## config.mk

```make
export PLATFORM = sky130hd
export DESIGN_NAME = mem_stage_rsp
export DESIGN_NICKNAME = d
export VERILOG_FILES = /design/src/rtl/mem_stage_rsp.sv
export SDC_FILE = /design/constraint.sdc
export NUM_CORES = 1
export LEC_CHECK = 0
export CORE_AREA = 2 2 110 112
export CTS_CLUSTER_DIAMETER = 120
export DETAILED_ROUTE_END_ITERATION = 7
export DIE_AREA = 0 0 112 114
export PLACE_DENSITY = 0.89
export SLEW_MARGIN = 20
export SYNTH_ARGS = -nofsm -noshare
export SYNTH_HDL_FRONTEND = slang
export SYNTH_SLANG_ARGS = --single-unit
```

## constraint.sdc

```tcl
create_clock -name clk -period 3.49 [get_ports clk]
set_input_delay 0.349 -clock clk [delete_from_list [all_inputs] [get_ports clk]]
set_output_delay 0.349 -clock clk [all_outputs]
set_load 0.01 [all_outputs]
```

## src/rtl/mem_stage_rsp.sv

```systemverilog
// ---------------------------------------------------------------------------
// mem_stage_rsp
//
// Memory pipeline stage that sits between execute and writeback.
//
// Non-load instructions spend one cycle here and pass their ALU result on.
// Loads wait here until the data SRAM returns rvalid. If writeback is stalled
// when the data arrives, the data is held in a one-entry buffer (rdata_buf)
// until the instruction can leave. The stage also drives a forwarding bus and
// a load-pending flag so the decode stage can resolve hazards.
//
// Optional build macro: MS_STALL_CNT_EN
//   When defined, the block adds the output ms_stall_cnt, a saturating 32-bit
//   count of cycles in which a valid instruction was stalled waiting for load
//   data.
//
// Ports
//   clk, resetn        rising-edge clock, asynchronous active-low reset
//   es_to_ms_valid     execute stage offers an instruction
//   es_to_ms_bus[70:0] {res_from_mem, gr_we, dest[4:0], alu_result, pc}
//   ms_allowin         this stage can accept an instruction this cycle
//   ws_allowin         writeback can accept an instruction this cycle
//   ms_to_ws_valid     instruction presented to writeback
//   ms_to_ws_bus[69:0] {gr_we, dest[4:0], final_result, pc}
//   data_sram_rvalid   load data is valid this cycle
//   data_sram_rdata    load data
//   out_ms_valid       raw occupancy flag for decode
//   ms_fwd_bus[38:0]   {fwd_we, fwd_data_ok, dest[4:0], final_result}
//   ms_load_pending    a valid load is still waiting for its data
//   ms_stall_cnt[31:0] stall cycle counter (MS_STALL_CNT_EN only)
// ---------------------------------------------------------------------------
module mem_stage_rsp #(
   localparam int ES_TO_MS_BUS_WD = 71,
   localparam int MS_TO_WS_BUS_WD = 70
) (
   input  logic                       clk,
   input  logic                       resetn,
   input  logic                       es_to_ms_valid,
   input  logic [ES_TO_MS_BUS_WD-1:0] es_to_ms_bus,
   output logic                       ms_allowin,
   input  logic                       ws_allowin,
   output logic                       ms_to_ws_valid,
   output logic [MS_TO_WS_BUS_WD-1:0] ms_to_ws_bus,
   input  logic                       data_sram_rvalid,
   input  logic [31:0]                data_sram_rdata,
   output logic                       out_ms_valid,
   output logic [38:0]                ms_fwd_bus,
   output logic                       ms_load_pending
`ifdef MS_STALL_CNT_EN
   ,
   output logic [31:0]                ms_stall_cnt
`endif
);

   // State
   logic                       ms_valid_q,  ms_valid_d;
   logic [ES_TO_MS_BUS_WD-1:0] bus_r_q,     bus_r_d;
   logic                       data_got_q,  data_got_d;
   logic [31:0]                rdata_buf_q, rdata_buf_d;
`ifdef MS_STALL_CNT_EN
   logic [31:0]                stall_cnt_q, stall_cnt_d;
`endif

   // Fields of the captured instruction
   logic        res_from_mem;
   logic        gr_we;
   logic [4:0]  dest;
   logic [31:0] alu_result;
   logic [31:0] pc;

   logic        ms_ready_go;
   logic        ms_leave;
   logic        rdata_accept;
   logic [31:0] final_result;

   always_comb begin
      res_from_mem = bus_r_q[70];
      gr_we        = bus_r_q[69];
      dest         = bus_r_q[68:64];
      alu_result   = bus_r_q[63:32];
      pc           = bus_r_q[31:0];

      // A load is ready once its data is buffered or arrives this cycle.
      ms_ready_go    = !res_from_mem || data_got_q || data_sram_rvalid;
      ms_allowin     = !ms_valid_q || (ms_ready_go && ws_allowin);
      ms_to_ws_valid = ms_valid_q && ms_ready_go;
      ms_leave       = ms_to_ws_valid && ws_allowin;

      // Only the first rvalid for a resident, still-waiting load counts.
      rdata_accept = ms_valid_q && res_from_mem && !data_got_q && data_sram_rvalid;

      if (res_from_mem) begin
         final_result = data_got_q ? rdata_buf_q : data_sram_rdata;
      end else begin
         final_result = alu_result;
      end

      ms_to_ws_bus    = {gr_we, dest, final_result, pc};
      out_ms_valid    = ms_valid_q;
      ms_fwd_bus      = {ms_valid_q && gr_we, ms_ready_go, dest, final_result};
      ms_load_pending = ms_valid_q && res_from_mem && !ms_ready_go;

      // Next state
      ms_valid_d = ms_allowin ? es_to_ms_valid : ms_valid_q;
      bus_r_d    = (es_to_ms_valid && ms_allowin) ? es_to_ms_bus : bus_r_q;

      data_got_d  = data_got_q;
      rdata_buf_d = rdata_buf_q;
      if (ms_leave) begin
         // Leaving clears the flag so whatever enters on this edge starts
         // clean; data accepted on the leaving cycle simply passes through.
         data_got_d = 1'b0;
      end else if (rdata_accept) begin
         data_got_d  = 1'b1;
         rdata_buf_d = data_sram_rdata;
      end

`ifdef MS_STALL_CNT_EN
      stall_cnt_d = stall_cnt_q;
      if (ms_valid_q && !ms_ready_go && (stall_cnt_q != 32'hFFFF_FFFF)) begin
         stall_cnt_d = stall_cnt_q + 32'd1;
      end
      ms_stall_cnt = stall_cnt_q;
`endif
   end

   always_ff @(posedge clk or negedge resetn) begin
      if (!resetn) begin
         ms_valid_q  <= 1'b0;
         bus_r_q     <= '0;
         data_got_q  <= 1'b0;
         rdata_buf_q <= '0;
`ifdef MS_STALL_CNT_EN
         stall_cnt_q <= '0;
`endif
      end else begin
         ms_valid_q  <= ms_valid_d;
         bus_r_q     <= bus_r_d;
         data_got_q  <= data_got_d;
         rdata_buf_q <= rdata_buf_d;
`ifdef MS_STALL_CNT_EN
         stall_cnt_q <= stall_cnt_d;
`endif
      end
   end

endmodule
```

==> reports/summary.txt <==
Hold Vio Cnt, Final - 0
CTS sink count - 105
ys async rst share - 100.0%
Via density - 4.955
post-synthesis mux area share - 28.49%
hold slack final - 162.1 ps
#FFs+latches synth - 105
total power - 0.004644 W
P_leak - 2.970 nW
max incr delay on CP - 810 ps
iteration count of the initial detailed-routing pass - 4
slowest stage cell, crit path - dfrtp_2
Post-Route WL - 11570 µm
H-tree depth - 3
commonest non-fill, non-tap cell in the layout - clkdlybuf4s50_1
I/O pins - 221
Cells after Synth - 417
largest family of logic cells by synthesized area - multiplexers
setup TNS - 0 ps
initial antenna violation count - 0
crit-path cells - buf_4 > mux2i_1 > a21oi_1 > clkdlybuf4s50_1
CTS Buf Count - 9
worst skew pair latency - 330 ps
setup ws final - 638.8 ps
Residual DRC - 0
remaining antenna violation count after routing - 0
first-pass GRT wire length - 18570 µm
hold_buf cts - 0
VDD IR max - 0.0003133 V
r2r endpoint - bus_r_q[36]$_DFFE_PN0P_
Die Area - 12770 µm²
Nets - 664
post-synthesis simple-gate area fraction - 3.299%
flop2flop setup slack - 960 ps
Req. time, crit path - 3140 ps
area added between synthesis and finish - 38.60%
GPL Wtd Cong - 0.7689
Adder-Cell Fraction of Synth Area - 0%
Longest Clk Path Bufs - 2
largest net degree at the start of global routing - 76
vias - 3508
clock period minus final worst setup slack - 2851 ps
commonest non-fill, non-tap cells in the layout - clkdlybuf4s50_1 (219), dfrtp_1 (103), mux2_1 (70)
unrepaired setup endpoints after global routing - no
post-DR wirelength/cell - 16.34 µm
Starting Density - 44.37%
CP delay by family, top - buffers and inverters
Core Area - 11710 µm²
Slew headroom - 38.28%
Worst setup EP type - primary output
crit path launch type - flop
Max Cap Viol - 0
Mean Syn Cell Area - 12.46 µm²
status - complete, no violations
Seq/Total Area, Yosys - 50.57%
standard-cell rows - 40
crit path buf inv count - 2
Unique masters post-synth - 20
Achievable Freq - 350.7 MHz
Compound-Gate Fraction of Synth Area - 3.564%
final setup vio count - 0
critical setup path kind - reg -> out
Top FF cell, synth - dfrtp_1
RR Startpoint - data_got_q$_DFFE_PN0P_
crit share post-route - 81.70%
power density over the cells - 644.8 nW/µm²
Post-synth EDFFs - 0
worst slack, placed - 844.5 ps
Least-Margin Pin Slew - 925.8 ps
port bufs - 220
Synth Area in XOR/XNOR - 0%
Mapped Area - 5196 µm²
initial drt markers - 88
Final Max Slew Viols - 0
vias in the first global route - 3888
Hold Crit Class - in -> async
Post-Syn Nets - 525
Arrival @ worst endpoint - 2500 ps
Yosys warning count - 0
path depth of the worst reg2reg path - 4
ANT cells - 0
Fillers - 935
Setup Skew - 7.416 ps
root buf cell - clkbuf_16
grt ovf - 0
die span in x - 112 µm
share of cells above drive strength 1 - 10.52%
Post-CTS Setup Bufs - 0
PostCTS Resize Cnt - 0
clock slew at reported path FFs - 70 ps
CP Max Fanout - 22
Final HPWL DP - 8572 µm
DIE HEIGHT - 114 µm
Overall Global Routing Usage - 18.24%
CTS tree - built
## how the worst max path moves through the flow
stage | start | to | slack [ps] | cells past startpoint
after detailed placement | data_sram_rvalid | bus_r_q[49]$_DFFE_PN0P_ | 840 | 5
after global routing | data_got_q$_DFFE_PN0P_ | ms_fwd_bus[20] | 490 | 4
after CTS | data_got_q$_DFFE_PN0P_ | ms_fwd_bus[20] | 600 | 4
after global placement | data_got_q$_DFFE_PN0P_ | ms_fwd_bus[20] | 980 | 4
after floorplan | bus_r_q[70]$_DFFE_PN0P_ | ms_to_ws_bus[54] | 1720 | 5
final | data_got_q$_DFFE_PN0P_ | ms_fwd_bus[29] | 640 | 4
## Yosys cell counts (2+ instances only)
cell | n | area share, %
clkbuf_1 | 5 | 0.36
nor2b_1 | 2 | 0.24
mux2i_1 | 32 | 6.2
dfrtp_1 | 105 | 51
a21oi_1 | 33 | 3.2
and2_1 | 2 | 0.24
nor2_1 | 33 | 2.4
buf_1 | 2 | 0.14
buf_2 | 6 | 0.58
inv_1 | 3 | 0.22
buf_6 | 7 | 1.5
mux2_2 | 33 | 7.2
buf_4 | 78 | 11
mux2_1 | 70 | 15
## per-layer routing
layer | track usage (%) | routed length [µm]
met3 | 5.473 | 840
met4 | 7.561 | 221
met2 | 32.93 | 6041
met5 | 0 | 0
met1 | 20.14 | 4469
## flip-flops by register name (all words and copies together), names as in the netlist
| signal | cells |
|---|---|
| out_ms_valid | 1 |
| rdata_buf_q | 32 |
| data_got_q | 1 |
| bus_r_q | 71 |
## report_power, final
| group | internal [W] | total [W] | switching [W] |
|---|---|---|---|
| sequential | 0.00160 | 0.00184 | 0.000239 |
| combinational | 0.00112 | 0.00183 | 0.000717 |
| clock | 0.000560 | 0.000972 | 0.000412 |
## kinds of logic (layout without fill, tap and decap cells)
kind of cell | Yosys count | in the layout
AND/OR/NAND/NOR | 40 | 40
flip-flops | 105 | 105
AO/OA/AOI/OAI | 36 | 36
buffers and inverters | 101 | 245
multiplexers | 135 | 135
## final cells by class
class                   count  area (µm²)  area share [%]
multi-input cells         211        1838           25.52
repair buffers            226        2245           31.17
clock inverters             2       10.01          0.1390
well taps                 147       183.9           2.554
inverters                   3       11.26          0.1564
flip-flops and latches    105        2630           36.52
clock buffers              14       284.0           3.944
## stage by stage
| stage | instances | util [%] | cell area (µm²) |
|---|---|---|---|
| 4_1_cts | 708 | 61.50 | 7202 |
| 6_report | 708 | 61.50 | 7202 |
| 5_1_grt | 708 | 61.50 | 7202 |
| 3_5_place_dp | 692 | 58.99 | 6908 |
| 3_3_place_gp | 692 | 58.99 | 6908 |
| 2_1_floorplan | 417 | - | 5196 |
Power figures use the tool's default switching activity.
